$ cat config.mk
export PLATFORM = sky130hd
export DESIGN_NAME = count_drain_flat
export DESIGN_NICKNAME = d
export VERILOG_FILES = /design/src/rtl/count_drain_pkg.sv /design/src/rtl/count_drain_if.sv /design/src/rtl/count_drain_timer.sv /design/src/rtl/count_drain.sv /design/src/flat_wrapper.sv
export SDC_FILE = /design/constraint.sdc
export NUM_CORES = 1
export LEC_CHECK = 0
export ABC_AREA = 1
export CORE_UTILIZATION = 35
export DETAILED_ROUTE_END_ITERATION = 10
export PLACE_DENSITY_LB_ADDON = 0.3
export RECOVER_POWER = 25
export SLEW_MARGIN = 20
export SYNTH_ARGS = -nofsm -noshare
export SYNTH_HDL_FRONTEND = slang
export SYNTH_SLANG_ARGS = --single-unit
$ cat constraint.sdc
create_clock -name clk2 -period 2.1 [get_ports clk2]
set_input_delay 0.42 -clock clk2 [delete_from_list [all_inputs] [get_ports clk2]]
set_output_delay 0.42 -clock clk2 [all_outputs]
set_load 0.01 [all_outputs]
$ cat src/rtl/count_drain_pkg.sv
// count_drain_pkg: shared types and constants for the count_drain slice.
//   state_t  - drain FSM states
//   STATE_W  - encoded state width
//   STATS_W  - width of the optional statistics counters
//   imax     - constant-foldable max, used to size the shared timer
package count_drain_pkg;
  typedef enum logic [1:0] {
    IDLE  = 2'd0,
    HOLD  = 2'd1,
    DRAIN = 2'd2,
    GAP   = 2'd3
  } state_t;

  localparam int STATE_W = 2;
  localparam int STATS_W = 16;

  function automatic int imax(input int a, input int b);
    return (a > b) ? a : b;
  endfunction
endpackage

$ cat src/rtl/count_drain_if.sv
// count_drain_if: counter-side and consumer-side signals of count_drain.
//   non_zero/val   : counter status (into drain)
//   clr            : clear pulse back to the counter
//   ev_valid/ready : replayed-event handshake
//   pending/busy   : drain status
//   ev_total/cap_total : statistics, present only with COUNT_DRAIN_STATS_EN
// Modports: master = the drain block, slave = its environment.
interface count_drain_if #(parameter int WIDTH_P = 4);
  logic               non_zero;
  logic [WIDTH_P-1:0] val;
  logic               clr;
  logic               ev_valid;
  logic               ev_ready;
  logic [WIDTH_P-1:0] pending;
  logic               busy;
`ifdef COUNT_DRAIN_STATS_EN
  logic [count_drain_pkg::STATS_W-1:0] ev_total;
  logic [count_drain_pkg::STATS_W-1:0] cap_total;

  modport master (input non_zero, val, ev_ready,
                  output clr, ev_valid, pending, busy, ev_total, cap_total);
  modport slave  (output non_zero, val, ev_ready,
                  input clr, ev_valid, pending, busy, ev_total, cap_total);
`else
  modport master (input non_zero, val, ev_ready,
                  output clr, ev_valid, pending, busy);
  modport slave  (output non_zero, val, ev_ready,
                  input clr, ev_valid, pending, busy);
`endif
endinterface

$ cat src/rtl/count_drain_timer.sv
// count_drain_timer: loadable down-counter that stops at zero.
//   clk2, reset_L : clock, async active-low reset
//   i_load        : load i_load_val this cycle (wins over counting)
//   i_load_val    : value to load
//   o_cnt         : current count
//   o_done        : count is zero
module count_drain_timer #(
  parameter int W = 2
) (
  input  logic         clk2,
  input  logic         reset_L,
  input  logic         i_load,
  input  logic [W-1:0] i_load_val,
  output logic [W-1:0] o_cnt,
  output logic         o_done
);
  logic [W-1:0] r_cnt;

  always_ff @(posedge clk2 or negedge reset_L) begin
    if (!reset_L)              r_cnt <= '0;
    else if (i_load)           r_cnt <= i_load_val;
    else if (r_cnt != '0)      r_cnt <= r_cnt - W'(1);
  end

  assign o_cnt  = r_cnt;
  assign o_done = (r_cnt == '0);
endmodule

$ cat src/rtl/count_drain.sv
// count_drain: clk2-domain consumer of the clk1->clk2 event counter.
// Snapshots the counter value, clears the counter, then replays the count
// as one ev_valid/ev_ready handshake per event with an optional idle gap.
//   clk2, reset_L : clock, async active-low reset
//   bus (master)  : non_zero/val in, clr out, ev_valid out/ev_ready in,
//                   pending/busy out
// Optional macro COUNT_DRAIN_STATS_EN adds saturating ev_total/cap_total.
module count_drain
  import count_drain_pkg::*;
#(
  parameter int WIDTH_P = 4,
  parameter int HOLD_P  = 3,
  parameter int GAP_P   = 0
) (
  input  logic          clk2,
  input  logic          reset_L,
  count_drain_if.master bus
);
  // Timer is loaded with N-1 so that the owning state lasts exactly N cycles.
  localparam int T_W = $clog2(imax(HOLD_P, GAP_P) + 1);
  localparam logic [T_W-1:0] HOLD_LD = T_W'(HOLD_P - 1);
  localparam logic [T_W-1:0] GAP_LD  = (GAP_P > 0) ? T_W'(GAP_P - 1) : '0;

  state_t             r_state, w_state_n;
  logic [WIDTH_P-1:0] r_pending, w_pend_n, w_pend_dec;
  logic               r_clr, r_ev_valid, r_busy;
  logic               w_clr_n, w_hs, w_ld, w_tdone;
  logic [T_W-1:0]     w_ld_val, w_tcnt, w_hold_rem, w_gap_from_hold;

  assign w_hs       = r_ev_valid & bus.ev_ready;
  assign w_pend_dec = r_pending - WIDTH_P'(1);
  // HOLD cycles still owed after this edge; a gap entered from HOLD must
  // cover them so IDLE is never reached before the hold window closes.
  assign w_hold_rem      = w_tdone ? '0 : (w_tcnt - T_W'(1));
  assign w_gap_from_hold = (w_hold_rem > GAP_LD) ? w_hold_rem : GAP_LD;

  count_drain_timer #(.W(T_W)) u_timer (
    .clk2       (clk2),
    .reset_L    (reset_L),
    .i_load     (w_ld),
    .i_load_val (w_ld_val),
    .o_cnt      (w_tcnt),
    .o_done     (w_tdone)
  );

  always_comb begin
    w_state_n = r_state;
    w_pend_n  = r_pending;
    w_clr_n   = 1'b0;
    w_ld      = 1'b0;
    w_ld_val  = '0;
    case (r_state)
      IDLE: begin
        // non_zero with val==0 is sync skew between the two counter outputs
        if (bus.non_zero && (bus.val != '0)) begin
          w_pend_n  = bus.val;
          w_clr_n   = 1'b1;
          w_state_n = HOLD;
          w_ld      = 1'b1;
          w_ld_val  = HOLD_LD;
        end
      end
      HOLD: begin
        // events may already be accepted while the counter clear settles
        if (w_hs) begin
          w_pend_n = w_pend_dec;
          if (r_pending == WIDTH_P'(1)) begin
            w_state_n = w_tdone ? IDLE : HOLD;
          end else if (GAP_P > 0) begin
            w_state_n = GAP;
            w_ld      = 1'b1;
            w_ld_val  = w_gap_from_hold;
          end else if (w_tdone) begin
            w_state_n = DRAIN;
          end
        end else if (w_tdone) begin
          w_state_n = (r_pending == '0) ? IDLE : DRAIN;
        end
      end
      DRAIN: begin
        if (w_hs) begin
          w_pend_n = w_pend_dec;
          if (r_pending == WIDTH_P'(1)) begin
            w_state_n = IDLE;
          end else if (GAP_P > 0) begin
            w_state_n = GAP;
            w_ld      = 1'b1;
            w_ld_val  = GAP_LD;
          end
        end
      end
      GAP: begin
        if (w_tdone) w_state_n = DRAIN;
      end
      default: w_state_n = IDLE;
    endcase
  end

  always_ff @(posedge clk2 or negedge reset_L) begin
    if (!reset_L) begin
      r_state    <= IDLE;
      r_pending  <= '0;
      r_clr      <= 1'b0;
      r_ev_valid <= 1'b0;
      r_busy     <= 1'b0;
    end else begin
      r_state    <= w_state_n;
      r_pending  <= w_pend_n;
      r_clr      <= w_clr_n;
      r_ev_valid <= ((w_state_n == HOLD) || (w_state_n == DRAIN)) && (w_pend_n != '0);
      r_busy     <= (w_state_n != IDLE);
    end
  end

  assign bus.clr      = r_clr;
  assign bus.ev_valid = r_ev_valid;
  assign bus.pending  = r_pending;
  assign bus.busy     = r_busy;

`ifdef COUNT_DRAIN_STATS_EN
  logic [STATS_W-1:0] r_ev_total, r_cap_total;

  always_ff @(posedge clk2 or negedge reset_L) begin
    if (!reset_L) begin
      r_ev_total  <= '0;
      r_cap_total <= '0;
    end else begin
      if (w_hs && !(&r_ev_total))     r_ev_total  <= r_ev_total + STATS_W'(1);
      if (w_clr_n && !(&r_cap_total)) r_cap_total <= r_cap_total + STATS_W'(1);
    end
  end

  assign bus.ev_total  = r_ev_total;
  assign bus.cap_total = r_cap_total;
`endif
endmodule
$ cat src/flat_wrapper.sv
// flat-port wrapper written by rule: the top's interface ports become plain ports
module count_drain_flat import count_drain_pkg::*;
#(
  parameter int WIDTH_P = 4,
  parameter int HOLD_P  = 3,
  parameter int GAP_P   = 0
)
  (clk2, reset_L, bus_non_zero, bus_val, bus_ev_ready, bus_clr, bus_ev_valid, bus_pending, bus_busy);
  count_drain_if #(.WIDTH_P(WIDTH_P)) bus_i ();
  input  logic clk2;
  input  logic reset_L;
  input wire logic [$bits(bus_i.non_zero)-1:0] bus_non_zero;
  input wire logic [$bits(bus_i.val)-1:0] bus_val;
  input wire logic [$bits(bus_i.ev_ready)-1:0] bus_ev_ready;
  output wire logic [$bits(bus_i.clr)-1:0] bus_clr;
  output wire logic [$bits(bus_i.ev_valid)-1:0] bus_ev_valid;
  output wire logic [$bits(bus_i.pending)-1:0] bus_pending;
  output wire logic [$bits(bus_i.busy)-1:0] bus_busy;
  assign bus_i.non_zero = bus_non_zero;
  assign bus_i.val = bus_val;
  assign bus_i.ev_ready = bus_ev_ready;
  assign bus_clr = bus_i.clr;
  assign bus_ev_valid = bus_i.ev_valid;
  assign bus_pending = bus_i.pending;
  assign bus_busy = bus_i.busy;
  count_drain #(.WIDTH_P(WIDTH_P), .HOLD_P(HOLD_P), .GAP_P(GAP_P)) u_core (.clk2(clk2), .reset_L(reset_L), .bus(bus_i));
endmodule
* Word level (Yosys, flattened, before mapping)
Index checks and enable logic that the tools add are counted.
Operators by class: bitwise operators 1, $add $sub $neg 2, equal/unequal tests 6, multiplexer cells 19, reduce and logical (&&, ||, !) cells 12
Operator list (number):
- $mux W2 | 12
- $mux W4 | 2
- $pmux W2 S4 | 1
- $pmux W4 S2 | 1
- $reduce_bool A4 Y1 | 2
- $eq A2 B2 Y1 const B | 3
- $reduce_bool A2 Y1 | 3
- $eq A2 B1 Y1 const B | 2
- $eq A4 B1 Y1 const B | 1
- $logic_not A2 Y1 | 2
- $logic_not A4 Y1 | 1
- $sub A4 B1 Y4 const B | 1
- $mux W1 | 3
- $logic_and A1 B1 Y1 | 2
- $reduce_or A2 Y1 | 1
- $sub A2 B1 Y2 const B | 1
- $and A1 B1 Y1 | 1
- $logic_or A1 B1 Y1 | 1
Word-level totals: flip-flop bits (word level) 11, input port bits 8

* Longest topological paths before layout
Gate-level depths: netlist (run 1).
depth after elaboration 8, gate-level depth with buffers 13

* Modules after synthesis
From an unflattened synthesis (run 1), not the netlist that was laid out.
Unflattened totals: cells, all modules 129, area, all modules 863.3 sq um
Modules (own cells, without submodules):
- count_drain | instances 1, area an instance 743.2 sq um, sequential area each 225.2 sq um, cells an instance 112
- count_drain_timer | instances 1, area an instance 120.1 sq um, sequential area each 50.0 sq um, cells an instance 17

* Least setup slack after synthesis (run 1)
No wires, ideal clock.
path kind flip-flop to flip-flop, start point reg u_core.r_pending[1], in the netlist u_core.bus.pending[1], end point reg u_core.r_ev_valid, in the netlist u_core.bus.ev_valid, slack 0.478 ns, arrival 1.509 ns, cell stages (with the launch flop) 14, data required time 1.987 ns, period minus slack after synthesis 1.622 ns, setup time 0.113 ns, cells stage by stage dfrtp_1 inv_1 ha_1 nand3_1 nand3_1 o21ai_1 nand2_1 nand2_1 nand2_1 o21ai_2 inv_1 ha_1 nand2_1 inv_1
Between the ends: longest elaborated chain between the ends 8, elaborated cells on any way between the ends 18
RTL lines:
- start: declaration | line count_drain.sv:25 | logic [WIDTH_P-1:0] r_pending, w_pend_n, w_pend_dec;
- start signal: assignment | line count_drain.sv:108 | r_pending <= w_pend_n;
- $logic_not A4 Y1 | line count_drain.sv:77 | w_state_n = (r_pending == '0) ? IDLE : DRAIN;
- $mux W2 | line count_drain.sv:77
- $mux W2 | line count_drain.sv:76 | end else if (w_tdone) begin
- $mux W2 | line count_drain.sv:65 | if (w_hs) begin
- $pmux W2 S4 (*) | line count_drain.sv:52 | case (r_state)
- net u_core.w_state_n[1] | line count_drain.sv:24 | state_t r_state, w_state_n;
- $eq A2 B1 Y1 or $eq A2 B2 Y1 (tied branches) | line count_drain.sv:110 | r_ev_valid <= ((w_state_n == HOLD) || (w_state_n == DRAIN)) && (w_pend_n != '0);
- $logic_or A1 B1 Y1 (*) | line count_drain.sv:110
- $logic_and A1 B1 Y1 (*) | line count_drain.sv:110
- end signal: assignment | line count_drain.sv:110
- end: declaration | line count_drain.sv:26 | logic r_clr, r_ev_valid, r_busy;
Mark *: on every way through the listed nets, which the timed path passes. The rest lies on a longest branch. A chain may end at the register's enable or synchronous reset.

* Final worst setup path (run 1)
start point in bus_ev_ready, end point reg u_core.r_ev_valid, in the netlist u_core.bus.ev_valid
Between the ends: longest elaborated chain between the ends 6, elaborated cells on any way between the ends 11
RTL lines:
- start: declaration | line flat_wrapper.sv:14 | input wire logic [$bits(bus_i.ev_ready)-1:0] bus_ev_ready;
- $and A1 B1 Y1 (*) | line count_drain.sv:30 | assign w_hs = r_ev_valid & bus.ev_ready;
- $mux W2 (on tied branches) | line count_drain.sv:81, count_drain.sv:65
- $pmux W2 S4 | line count_drain.sv:52
- $eq A2 B1 Y1 or $eq A2 B2 Y1 (tied branches) | line count_drain.sv:110
- $logic_or A1 B1 Y1 | line count_drain.sv:110
- $logic_and A1 B1 Y1 (*) | line count_drain.sv:110
Every way passes the cells marked *; elsewhere a longest branch is shown, timed or not.

==> impl_results.rst, run 1 <==
.. list-table::
   :header-rows: 1

   * - Metric
     - Value
   * - Result of the run
     - complete, no violations
   * - Worst slew margin relative to its limit
     - 68.0%
   * - Post-layout utilization of the core
     - 46.5%
   * - Fraction of synthesized cell area taken by the top area cell type
     - 32.7%
   * - CTS Buf Count
     - 3
   * - Routed vias/inst
     - 4.66
   * - Number of detailed-routing iterations run before antenna repair
     - 4
   * - Number of placement rows
     - 17
   * - Tightest Hold Check Type
     - register to register
   * - Critical path endpoint category
     - register
   * - Maximum fanout along the worst path
     - 4
   * - Area overhead of the layout relative to synthesis
     - 23.5%
   * - Final worst hold slack
     - 0.507 ns
   * - Area of the placeable core
     - 0.00223 mm2
   * - Routability-driven placement congestion ratio
     - 0.836
   * - Setup TNS after final layout
     - 0 ns
   * - H-Tree Depth
     - 1
   * - Most common cell after layout, fill and taps aside
     - sky130_fd_sc_hd__nand2_1
   * - Total global routing overflow
     - 0
   * - Cell with the biggest individual delay on the critical path
     - sky130_fd_sc_hd__clkdlybuf4s50_1
   * - Endpoint required time on the critical path
     - 2.25 ns
   * - Nets
     - 152
   * - Yosys cell types
     - 21
   * - DRC violations left
     - 0
   * - Max Clock Freq
     - 555 MHz
   * - Most area-consuming cells after synthesis
     - sky130_fd_sc_hd__dfrtp_1 (33%), sky130_fd_sc_hd__ha_1 (12%), sky130_fd_sc_hd__nand2_1 (11%), sky130_fd_sc_hd__inv_1 (9.8%), sky130_fd_sc_hd__nand3_1 (8.9%)
   * - Average wire length per cell after detail routing
     - 11.0 um
   * - ANT cells
     - 0
   * - Metal1 wirelength
     - 898 um
   * - Pin count of the biggest net entering global routing
     - 12
   * - Initial core utilization
     - 37.6%
   * - Synthesis-stage register bit count
     - 11
   * - YS warnings
     - 0
   * - DRT iter0 DRCs
     - 15
   * - Nets in the synthesized netlist
     - 133
   * - Sequential element share of the synthesized area
     - 32.7%
   * - Vias in the first global route
     - 716
   * - Final Slew Violations
     - 0
   * - Clock tree root buffer cell
     - sky130_fd_sc_hd__clkbuf_4
   * - Post-CTS clock slew at the launch and capture registers of the worst setup and hold paths
     - 0.07 ns
   * - Highest-count cells in the layout ignoring fill and taps
     - sky130_fd_sc_hd__nand2_1 (25), sky130_fd_sc_hd__inv_1 (22), sky130_fd_sc_hd__nand3_1 (15)
   * - Unrepaired setup endpoints after global routing
     - no
   * - Mapped Area
     - 841 um2
   * - Maximum single-stage delay on the critical path
     - 0.48 ns
   * - Post-CTS Resized
     - 0
   * - Highest Signal Layer
     - met4
   * - Number of buffers inserted by hold repair at cts
     - 0
   * - TritonCTS clock tree
     - done
   * - Max Clock Skew
     - 0.00439 ns
   * - Cell with the most instances on the worst path
     - sky130_fd_sc_hd__nand2_1
   * - Count of buffers inserted at the top-level ports
     - 14
   * - Final number of hold-violating endpoints
     - 0
   * - Overall via count from detail_route
     - 759
   * - Number of post-CTS setup repair buffers
     - 0
   * - Share of the clock period used by the worst path after layout
     - 85.8%
   * - Kind of start point of the critical path
     - input pin
   * - Wire length of the first global-routing pass
     - 3.06 mm
   * - Number of top-level pins
     - 15
   * - Total of endpoints with negative setup slack in the final report
     - 0
   * - Die width
     - 51.0 um
   * - Latest clock arrival within the worst-skew pair
     - 0.26 ns
   * - Syn Inst Count
     - 117
   * - Fraction of layout cells with a size suffix above 1
     - 15.6%
   * - CP cell instances
     - clkdlybuf4s50_1 > nand2_1 > inv_2 > nand3_1 > o21ai_1 > nand2_1 > nand2_1 > o21ai_2 > ha_1 > nand2_1 > inv_1
   * - Maximum root-to-sink buffer count
     - 2
   * - Ratio of total power to cell area
     - 1480 mW/mm2
   * - Mean area per synthesized cell
     - 7.19 um2
   * - Antenna violation net count after detailed routing
     - 0
   * - Die area
     - 0.00260 mm2
   * - Vertical die dimension
     - 51.0 um
   * - Worst ir drop on vdd
     - 0.000779 V
   * - Final critical-path required period
     - 1.80 ns
   * - Arrival time at the worst endpoint
     - 1.96 ns
   * - Wire length on met3
     - 39 um
   * - All-layer global routing usage
     - 15.8%
   * - Number of clock sinks seen by CTS
     - 11
   * - Antenna violations before repair
     - 0
   * - WL met2
     - 849 um
   * - Filler cell count in the final layout
     - 257
   * - Half-perimeter wire length after placement
     - 1.50 mm
   * - Drt total wl
     - 1.80 mm
   * - Cell type with the largest total area after synthesis
     - sky130_fd_sc_hd__dfrtp_1
   * - Total leakage power
     - 0.545 nW
   * - Actual transition at the worst max-transition pin
     - 0.479 ns
   * - Count of max-cap constraint violations
     - 0
   * - Crit Path Category
     - input pin to register
-- power by group --
part	total (mW)	leakage (nW)	internal, mW	switching (mW)
clock network	0.136	0.0150	0.0733	0.0631
registers	0.419	0.134	0.317	0.101
logic	0.984	0.395	0.418	0.566
-- worst max-delay path, delay by kind of cell --
kind | cells | cell delay [ns]
AO/OA/AOI/OAI | 2 | 0.23
buffers and inverters | 3 | 0.59
adder cells (fa/ha/maj) | 1 | 0.29
AND/OR/NAND/NOR | 5 | 0.42
-- registers in the layout (all words and copies together) (netlist names) --
signal                cells
u_core.r_state            2
u_core.bus.busy           1
u_core.bus.pending        4
u_core.bus.ev_valid       1
u_core.bus.clr            1
u_core.u_timer.o_cnt      2
-- cells by family (layout without fill, tap and decap cells) --
| kind of cell | count (synthesis) | after routing | synth area share (%) |
|---|---|---|---|
| buffers and inverters | 27 | 45 | 13.1 |
| AO/OA/AOI/OAI | 10 | 10 | 7.74 |
| flip-flops | 11 | 11 | 32.7 |
| adder cells (fa/ha/maj) | 8 | 8 | 11.9 |
| AND/OR/NAND/NOR | 61 | 61 | 34.5 |
-- layer usage --
layer / track usage, % / vias to the layer above
met5: 0 / -
met4: 7.41 / 0
met3: 2.08 / 2
met2: 25.2 / 9
met1: 21.0 / 345
li1: - / 403
-- cell type report --
class	instances	area [um2]	area share, %
inverters	26	98.8	9.52
clock buffers	4	26.3	2.53
repair buffers	15	148	14.2
flip-flops and latches	11	275	26.5
multi-input cells	79	455	43.9
well taps	28	35.0	3.37
-- path summary, 6_finish.rpt --
kind | end | slack (ns) | depth (start not counted) | from
hold reg to reg | u_core.u_timer.o_cnt[1] | 0.51 | 2 | u_core.u_timer.o_cnt[1]
min in group asynchronous | u_core.bus.busy | 0.55 | 1 | reset_L
setup / recovery | u_core.bus.ev_valid | 0.30 | 11 | bus_ev_ready
setup reg to reg | u_core.bus.ev_valid | 0.36 | 8 | u_core.r_state[1]
hold / removal | u_core.u_timer.o_cnt[1] | 0.51 | 2 | u_core.u_timer.o_cnt[1]
max in group asynchronous | u_core.bus.pending[2] | 1.22 | 1 | reset_L
-- synth_stat cells, drive strengths merged --
library cell,n
nor2,11
nand3,17
ha,8
nor3,2
o21ai,6
clkinv,1
o221ai,1
buf,1
dfrtp,11
a21oi,3
nand2,31
inv,25
-- metrics by stage --
step / std cells / area, um2 / total power, mW / setup WS (ns)
after floorplan: 117 / 841 / 1.10 / 0.478
after global placement: 159 / 1010 / 1.37 / 0.0944
after detailed placement: 159 / 1010 / 1.40 / 0.0325
after CTS: 163 / 1040 / 1.55 / 0.308
after global routing: 163 / 1040 / 1.69 / 0.185
final: 163 / 1040 / 1.54 / 0.299
(Power assumes the default switching activity.)
==> inputs of run 2 (changes only) <==
--- a/config.mk
+++ b/config.mk
@@ -13,4 +13,5 @@
 export SLEW_MARGIN = 20
 export SYNTH_ARGS = -nofsm -noshare
 export SYNTH_HDL_FRONTEND = slang
+export SYNTH_HIERARCHICAL = 1
 export SYNTH_SLANG_ARGS = --single-unit
==> impl_results.rst, run 2 <==
.. list-table::
   :header-rows: 1

   * - Metric
     - Value
   * - Final critical-path required period
     - 1.87 ns (+0.0638 ns)
   * - Overall via count from detail_route
     - 835 (+10%)
   * - Area overhead of the layout relative to synthesis
     - 24.5%
   * - Area of the placeable core
     - 0.00228 mm2 (+1.9%)
   * - Vertical die dimension
     - 51.7 um (+1.3%)
   * - Max Clock Freq
     - 536 MHz (-3.4%)
   * - Number of buffers inserted by hold repair at cts
     - 0 (unchanged)
   * - Crit Path Category
     - register to register
   * - Mean area per synthesized cell
     - 6.69 um2 (-6.9%)
   * - Mapped Area
     - 863 um2 (+2.7%)
   * - Post-CTS clock slew at the launch and capture registers of the worst setup and hold paths
     - 0.06 ns (about the same)
   * - Fraction of synthesized cell area taken by the top area cell type
     - 31.9% (-0.85 points)
   * - H-Tree Depth
     - 1 (unchanged)
   * - Reg2Reg Setup Slack
     - 0.23 ns (-0.13 ns)
   * - Endpoint required time on the critical path
     - 2.25 ns (about the same)
   * - Nets
     - 166 (+9.2%)
   * - Half-perimeter wire length after placement
     - 1.53 mm (+2.0%)
   * - Final number of hold-violating endpoints
     - 0 (unchanged)
   * - Asr flop ratio synth
     - 100% (unchanged)
   * - Total leakage power
     - 0.595 nW (+9.3%)
   * - Final Slew Violations
     - 0 (unchanged)
   * - Max Clock Skew
     - 0.00559 ns (+0.00119 ns)
   * - Unrepaired setup endpoints after global routing
     - no
   * - Total global routing overflow
     - 0 (unchanged)
   * - ANT cells
     - 0 (unchanged)
   * - Initial core utilization
     - 37.9% (+0.29 points)
   * - Placed insts
     - 172 (+8.2%)
   * - Synthesis-stage register bit count
     - 11 (unchanged)
   * - Number of detailed-routing iterations run before antenna repair
     - 4 (unchanged)
   * - Sequential element share of the synthesized area
     - 31.9% (-0.85 points)
   * - Die area
     - 0.00267 mm2 (+2.6%)
   * - Latest clock arrival within the worst-skew pair
     - 0.26 ns (about the same)
   * - Most area-consuming cells after synthesis
     - sky130_fd_sc_hd__dfrtp_1 (32%), sky130_fd_sc_hd__nand2_1 (16%), sky130_fd_sc_hd__ha_1 (13%), sky130_fd_sc_hd__inv_1 (12%), sky130_fd_sc_hd__nand3_1 (10%)
   * - Count of buffers inserted at the top-level ports
     - 14 (unchanged)
   * - Arrival time at the worst endpoint
     - 2.01 ns (+0.05 ns)
   * - Flip-flop count of the largest register after layout
     - 4 (unchanged)
   * - Routed vias/inst
     - 4.74 (+1.9%)
   * - Ratio of total power to cell area
     - 1420 mW/mm2 (-4.5%)
   * - Die width
     - 51.7 um (+1.3%)
   * - Antenna violation net count after detailed routing
     - 0 (unchanged)
   * - Setup TNS after final layout
     - 0 ns (unchanged)
   * - Most repeated cell in the gate-level netlist after synthesis
     - sky130_fd_sc_hd__nand2_1
   * - Number of placement rows
     - 17 (unchanged)
   * - Final cell count without fillers
     - 176 (+8.0%)
   * - Top cells by instance count after synthesis
     - sky130_fd_sc_hd__nand2_1 (37), sky130_fd_sc_hd__inv_1 (27), sky130_fd_sc_hd__nand3_1 (18)
   * - Pin count of the biggest net entering global routing
     - 12 (unchanged)
   * - Maximum root-to-sink buffer count
     - 2 (unchanged)
   * - DRC violations left
     - 0 (unchanged)
   * - Maximum fanout along the worst path
     - 6 (+2)
   * - Wire length of the first global-routing pass
     - 3.17 mm (+3.6%)
   * - Drt total wl
     - 1.85 mm (+3.1%)
   * - Nets in the synthesized netlist
     - 146 (+9.8%)
   * - Placed Instance Area
     - 0.00105 mm2 (+3.3%)
   * - Critical path endpoint category
     - register
   * - Worst ir drop on vdd
     - 0.000734 V (-5.8%)
   * - Count of max-cap constraint violations
     - 0 (unchanged)
   * - YS warnings
     - 6 (+6)
   * - Primary flip-flop cell chosen by synthesis mapping
     - sky130_fd_sc_hd__dfrtp_1
   * - Number of clock sinks seen by CTS
     - 11 (unchanged)
   * - Vias in the first global route
     - 764 (+6.7%)
   * - Cell type with the largest total area after synthesis
     - sky130_fd_sc_hd__dfrtp_1
   * - Post-route cell area
     - 0.00107 mm2 (+3.5%)
   * - Result of the run
     - complete, no violations
   * - DRT iter0 DRCs
     - 19 (+4)
   * - Syn Inst Count
     - 129 (+10%)
   * - Most common cell after layout, fill and taps aside
     - sky130_fd_sc_hd__nand2_1
   * - Fraction of layout cells with a size suffix above 1
     - 7.43% (-8.1 points)
   * - Number of top-level pins
     - 15 (unchanged)
   * - All-layer global routing usage
     - 15.7% (-0.10 points)
   * - Yosys cell types
     - 17 (-19%)
   * - Share of the clock period used by the worst path after layout
     - 88.8% (+3.0 points)
   * - Tightest Hold Check Type
     - register to register
   * - TritonCTS clock tree
     - done
   * - Kind of start point of the critical path
     - register
   * - Clock tree root buffer cell
     - sky130_fd_sc_hd__clkbuf_4
   * - Average wire length per cell after detail routing
     - 10.5 um (-4.5%)
   * - Antenna violations before repair
     - 0 (unchanged)
   * - Number of flops mapped to enable cells by yosys
     - 0 (unchanged)
   * - CTS Buf Count
     - 3 (unchanged)
   * - Routability-driven placement congestion ratio
     - 0.878 (+5.0%)
   * - Filler cell count in the final layout
     - 234 (-8.9%)
   * - Total power
     - 1.52 mW (-1.2%)
   * - Highest-count cells in the layout ignoring fill and taps
     - sky130_fd_sc_hd__nand2_1 (37), sky130_fd_sc_hd__inv_1 (27), sky130_fd_sc_hd__nand3_1 (18)
   * - Total of endpoints with negative setup slack in the final report
     - 0 (unchanged)
[run 2: power breakdown]
| part | internal, mW | total [mW] | leakage [nW] | switching [mW] |
|---|---|---|---|---|
| sequential | 0.320 | 0.410 | 0.134 | 0.0902 |
| clock | 0.0732 | 0.133 | 0.0150 | 0.0603 |
| combinational | 0.405 | 0.978 | 0.446 | 0.573 |
[run 2: layout make-up]
cell class,instances,area (um2),share of cell area [%]
inverter,28,105,9.78
tap,28,35.0,3.26
clock buffer,4,26.3,2.44
timing repair buffer,15,148,13.7
multi-input combinational,90,485,45.2
sequential,11,275,25.6
[run 2: cells by family after synthesis]
logic type / count (synthesis) / synth area share [%]
compound gates: 8 / 5.51
fa+ha+maj: 9 / 13.0
buf+inv: 28 / 12.2
flops: 11 / 31.9
other cells: 1 / 0.434
simple gates: 72 / 37.0
[run 2: worst max-delay path, cell delays in order (launching register included)]
cell and delay (ns):
sky130_fd_sc_hd__dfrtp_1 0.39, sky130_fd_sc_hd__inv_1 0.06, sky130_fd_sc_hd__ha_1 0.29, sky130_fd_sc_hd__nor2_2 0.10, sky130_fd_sc_hd__o21ai_0 0.17, sky130_fd_sc_hd__nand2_1 0.08
sky130_fd_sc_hd__nand2_1 0.06, sky130_fd_sc_hd__nand2_1 0.05, sky130_fd_sc_hd__a21boi_1 0.21, sky130_fd_sc_hd__ha_1 0.27, sky130_fd_sc_hd__inv_1 0.05, sky130_fd_sc_hd__nor2_1 0.03
[run 2: stage by stage]
| step | utilization (%) | setup WS (ns) | hold WS, ns |
|---|---|---|---|
| after detailed placement | 46.0 | 0.0621 | 0.514 |
| after global placement | 46.0 | 0.105 | 0.500 |
| after CTS | 47.1 | 0.217 | 0.488 |
| final | 47.2 | 0.235 | 0.522 |
| after floorplan | - | 0.460 | 0.124 |
| after global routing | 47.2 | 0.0490 | 0.557 |
[run 2: metal layers]
metal | vias up | track usage (%) | share of wire, %
met5 | - | 0 | 0
met4 | 0 | 5.86 | 1.0
met3 | 2 | 2.34 | 5.6
met2 | 23 | 27.5 | 48
met1 | 375 | 19.4 | 45
li1 | 435 | - | -
[run 2: path summary, 6_finish.rpt]
check                                             start                      end  cells past startpoint
worst min register to register  u_core/u_timer/o_cnt[1]  u_core/u_timer/o_cnt[1]                      2
min in group asynchronous                       reset_L           u_core/bus.clr                      1
worst max-delay path            u_core/u_timer/o_cnt[0]      u_core/bus.ev_valid                     11
max in group asynchronous                       reset_L    u_core/bus.pending[3]                      1
worst min-delay path            u_core/u_timer/o_cnt[1]  u_core/u_timer/o_cnt[1]                      2
worst max register to register  u_core/u_timer/o_cnt[0]      u_core/bus.ev_valid                     11
[run 2: repair_timing]
item / in CTS / in global routing
setup endpoints to repair: 0 / 1
gates resized for setup: 0 / 1
buffers inserted: 0 / 0
==> inputs of run 3 (changes only) <==
--- a/config.mk
+++ b/config.mk
@@ -8,6 +8,7 @@
 export ABC_AREA = 1
 export CORE_UTILIZATION = 35
 export DETAILED_ROUTE_END_ITERATION = 10
+export HOLD_SLACK_MARGIN = 0.1
 export PLACE_DENSITY_LB_ADDON = 0.3
 export RECOVER_POWER = 25
 export SLEW_MARGIN = 20
==> results of run 3 <==
No change in the layout: final DEF, timing and power equal those of run 2.
==> RTL edit 1 (settings of run 2) <==
Re-encode `state_t` (4 states) as one-hot, 4 bits wide.
--- a/src/rtl/count_drain_pkg.sv
+++ b/src/rtl/count_drain_pkg.sv
@@ -4,11 +4,11 @@
 //   STATS_W  - width of the optional statistics counters
 //   imax     - constant-foldable max, used to size the shared timer
 package count_drain_pkg;
-  typedef enum logic [1:0] {
-    IDLE  = 2'd0,
-    HOLD  = 2'd1,
-    DRAIN = 2'd2,
-    GAP   = 2'd3
+  typedef enum logic [3:0] {
+    IDLE  = 4'b0001,
+    HOLD  = 4'b0010,
+    DRAIN = 4'b0100,
+    GAP   = 4'b1000
   } state_t;
 
   localparam int STATE_W = 2;
Formal check against the unedited RTL: same outputs for any inputs over 10 cycles, from zero or initial values and one cycle with reset_L low; not proved beyond that.
==> RTL edit 1 against run 2 <==
Clock power rose by 14%; worst setup slack improved by 160 ps; sequential cell count rose by 2; total power fell by 10%; critical path type is now reg -> out; clock skew fell by 2.7 ps; synthesized area fell by 1.9%; critical endpoint is now bus_pending[1]; final area fell by 2.4%; wire length fell by 13%.
==> RTL edit 1: results (changes against run 2) <==
r2r setup slk 600 ps (+370 ps); WP data arrival 1290 ps (-720 ps); fin crit period 1710 ps (-155 ps); Pre-Repair DR Iteration Count 4 (unchanged); Min-Delay Startpoint u_core/u_timer/o_cnt[1]; Min-Delay Path Class reg -> reg; Setup Slack @ Placement 234 ps (+172 ps); CTS root buf clkbuf_4; CP max-delay cell clkdlybuf4s50_1; vias in the first global route 685 (-10%); asr flop ratio synth 100% (unchanged); syn_nets 127 (-13%); Slew Limit Headroom approximately 60%; Synth warnings 6 (unchanged); post_cts resized 0 (unchanged); delay-heaviest family, CP buffers and inverters; Total GRT Usage 14.9% (-0.84 points); dpl cells 157 (-8.7%); Worst Path Max Fanout 6 (unchanged); WL/cell 9.97 um (-5.3%); first-pass GRT wire length 2.84 mm (-10%); static leakage 0.519 nW (-13%); crit path capture bus_pending[1]; R2R cell count 7 (-4); top cells by area, synth dfrtp_1, nand2_1, nand3_1, inv_1, ha_1; Clk Latency, worst-skew pair 270 ps; status finished clean; Netlist cell types 20 (+3); ANT cells 0 (unchanged); Critical R2R Launch u_core/bus.pending[1]; peak supply drop 0.560 mV (-24%); clock-pin slew on the worst setup and hold paths 80 ps (+20 ps); Max clock buf depth 2 (unchanged); Post-Syn Instances 115 (-11%); Crit Path Class reg -> out; nets@finish 146 (-12%); Worst path max stage delay 570 ps (+180 ps); Final HPWL DP 1.32 mm (-14%); end of the worst hold path u_core/u_timer/o_cnt[1]; layout cells sized above 1 17.3% (+9.9 points); largest net degree at the start of global routing 14 (+2); initial antenna violation count 0 (unchanged); register area share after synthesis 38.6% (+6.7 points); Post-synth top cells nand2_1, inv_1, nand3_1, dfrtp_1, nor2_1; routed wire length 1.61 mm (-13%); gpl congestion 0.773 (-12%); total CTS buffers 3 (unchanged); drt initial violations 18 (-1); DP Area 0.00102 sq mm (-2.3%); r2r endpoint u_core/bus.ev_valid; main flop type after synthesis dfrtp_1; Hold Path Cell Cnt 2 (unchanged); Vias 758 (-9.2%); Hold WS 533 ps (+10.2 ps); postcts setup bufs 0 (unchanged); clock skew 2.90 ps (-2.69 ps); filler cell count 247 (+5.6%)
==> RTL edit 1: cell types whose count changed after synthesis, sizes merged, moves of 2 or more <==
cell / change
nor2: +7
nand3: -3
nand3b: -2
ha: -5
inv: -12
==> RTL edit 1: kinds of logic (layout without fill, tap and decap cells) <==
| family | count (synthesis) | in the layout | share of synthesized area (%) |
|---|---|---|---|
| AOI/OAI and AO/OA | 8 | 8 | 5.91 |
| adders and majority gates | 4 | 4 | 5.91 |
| buffers and inverters | 16 | 34 | 7.09 |
| DFF | 13 | 13 | 38.6 |
| other | 1 | 1 | 0.443 |
| and+or+nand+nor | 73 | 73 | 42.1 |
==> RTL edit 1: worst min-delay path, delay by kind of cell (launching register included) <==
kind / cells / cell delay (ps)
DFF: 1 / 360
and+or+nand+nor: 2 / 150
==> RTL edit 1: metal layers <==
layer	track usage [%]	vias to the layer above	part of all wire [%]
met1	20.6	339	49
met4	5.56	0	0
met2	22.4	21	45
li1	-	398	-
met3	3.57	0	6.7
met5	0	-	0
==> RTL edit 1: power by group <==
| group | leakage [nW] | switching [mW] | total, mW | internal, mW |
|---|---|---|---|---|
| sequential | 0.164 | 0.0862 | 0.443 | 0.357 |
| combinational | 0.340 | 0.450 | 0.773 | 0.324 |
| clock | 0.0150 | 0.0788 | 0.152 | 0.0736 |
| total | 0.519 | 0.615 | 1.37 | 0.754 |
==> RTL edit 1: layout make-up <==
| type | instances | area [sq um] | area share [%] |
|---|---|---|---|
| multi-input cells | 86 | 460 | 43.9 |
| flip-flops and latches | 13 | 327 | 31.1 |
| repair buffers | 14 | 140 | 13.4 |
| inverters | 16 | 60.1 | 5.73 |
| well taps | 28 | 35.0 | 3.34 |
| clock buffers | 4 | 26.3 | 2.51 |
==> RTL edit 2 (settings of run 2) <==
Without the edit above. `HOLD_P` is set to 3 in 2 places; all go to 6.
--- a/src/rtl/count_drain.sv
+++ b/src/rtl/count_drain.sv
@@ -9,7 +9,7 @@
   import count_drain_pkg::*;
 #(
   parameter int WIDTH_P = 4,
-  parameter int HOLD_P  = 3,
+  parameter int HOLD_P  = 6,
   parameter int GAP_P   = 0
 ) (
   input  logic          clk2,
--- a/src/flat_wrapper.sv
+++ b/src/flat_wrapper.sv
@@ -2,7 +2,7 @@
 module count_drain_flat import count_drain_pkg::*;
 #(
   parameter int WIDTH_P = 4,
-  parameter int HOLD_P  = 3,
+  parameter int HOLD_P  = 6,
   parameter int GAP_P   = 0
 )
   (clk2, reset_L, bus_non_zero, bus_val, bus_ev_ready, bus_clr, bus_ev_valid, bus_pending, bus_busy);
Check against the original RTL: not equivalent (Yosys sat finds a counterexample within 10 cycles, from zero or initial values and one cycle with reset_L low).
==> RTL edit 2 against run 2 <==
Total power up 23%; die area grew 9.7%; synthesized area rose by 10%; non-clock buffer count is 1 higher; sequential cell count increased by 1; critical path depth grew 2; worst setup slack got worse by 35 ps; sequential power rose by 13%; combinational power increased by 27%; maximum frequency down 1.8%; largest power group unchanged; global-route usage decreased by 0.10 points; wire length increased by 4.7%; final area increased by 11%.
==> RTL edit 2: results (changes against run 2) <==
filler cell count 264 (+13%); first-pass GRT wire length 3.32 mm (+4.8%); DP Area 0.00114 sq mm (+9.3%); Vias/cell 4.66 (-1.7%); syn_nets 162 (+11%); vias in the first global route 783 (+2.5%); Netlist cell types 19 (+2); nets@finish 183 (+10%); Final HPWL DP 1.58 mm (+3.4%); clock skew 1.82 ps (-3.77 ps); Setup Slack @ Placement 41.0 ps (-21.1 ps); Multi-In Gates 101 (+12%); Worst Path Max Fanout 4 (-2); met2 usage 23.0% (-4.5 points); Non-clock buffering overhead 13.0% (-0.71 points); WL/cell 10.0 um (-5.0%); peak supply drop 0.835 mV (+14%); Repair and plain buffers 16 (+1); Post-Syn Instances 144 (+12%); Seq area share 25.2% (-0.40 points); area occupied by registers 300 sq um (+9.1%); # port buffers 14 (unchanged); inverter count 31 (+11%); largest net degree at the start of global routing 13 (+1); static leakage 0.665 nW (+12%); Worst path max stage delay 390 ps (about the same); top cells by area, synth dfrtp_1, nand2_1, ha_1, inv_1, nand3_1; gpl congestion 0.899 (+2.4%); Post-synth top cells nand2_1, inv_1, nand3_1, dfrtp_1; drt initial violations 22 (+3); Final clock-cell share 3.05% (+0.60 points); GRT met3 Usage 0.847% (-1.5 points); fraction of area in multi-input gates 45.8% (+0.63 points); dpl cells 190 (+10%); status finished clean; WP data arrival 2060 ps (+50 ps); register area share after synthesis 31.6% (-0.31 points); met1 Use GR 23.4% (+4.0 points)
[RTL edit 2: worst max-delay path, delay by kind of cell, from the launching register on]
kind | cells | cell delay, ps
fa+ha+maj | 2 | 450
simple gates | 6 | 430
flops | 1 | 390
compound gates | 2 | 310
buf+inv | 3 | 220
[RTL edit 2: per-layer routing]
layer | vias to the layer above | part of all wire [%] | wire length (um)
met5 | - | 0 | 0
met4 | 0 | 0.72 | 14
met2 | 28 | 42 | 819
met3 | 2 | 5.5 | 107
met1 | 397 | 51 | 999
li1 | 478 | - | -
[RTL edit 2: final timing paths]
kind	from	endpoint	slack (ps)	cells past startpoint
max	u_core/u_timer/o_cnt[0]	u_core/bus.ev_valid	200	13
min	u_core/u_timer/o_cnt[1]	u_core/u_timer/o_cnt[1]	510	2
max reg2reg	u_core/u_timer/o_cnt[0]	u_core/bus.ev_valid	200	13
min reg2reg	u_core/u_timer/o_cnt[1]	u_core/u_timer/o_cnt[1]	510	2
max in group asynchronous	reset_L	u_core/bus.pending[2]	1170	1
min in group asynchronous	reset_L	u_core/bus.pending[0]	580	1
[RTL edit 2: cells by family (layout without fill, tap and decap cells)]
kind of cell,Yosys count,in the layout,synth area share [%]
flops,12,12,31.6
fa+ha+maj,10,10,13.2
other cells,1,1,0.394
compound gates,9,9,5.53
buf+inv,31,51,12.2
simple gates,81,81,37.1
[RTL edit 2: report_power, final]
part / total [mW] / leakage, nW / switching, mW / internal, mW
Combinational: 1.24 / 0.497 / 0.735 / 0.503
Sequential: 0.462 / 0.147 / 0.105 / 0.357
Clock: 0.175 / 0.0210 / 0.0695 / 0.105
Total: 1.87 / 0.665 / 0.909 / 0.965
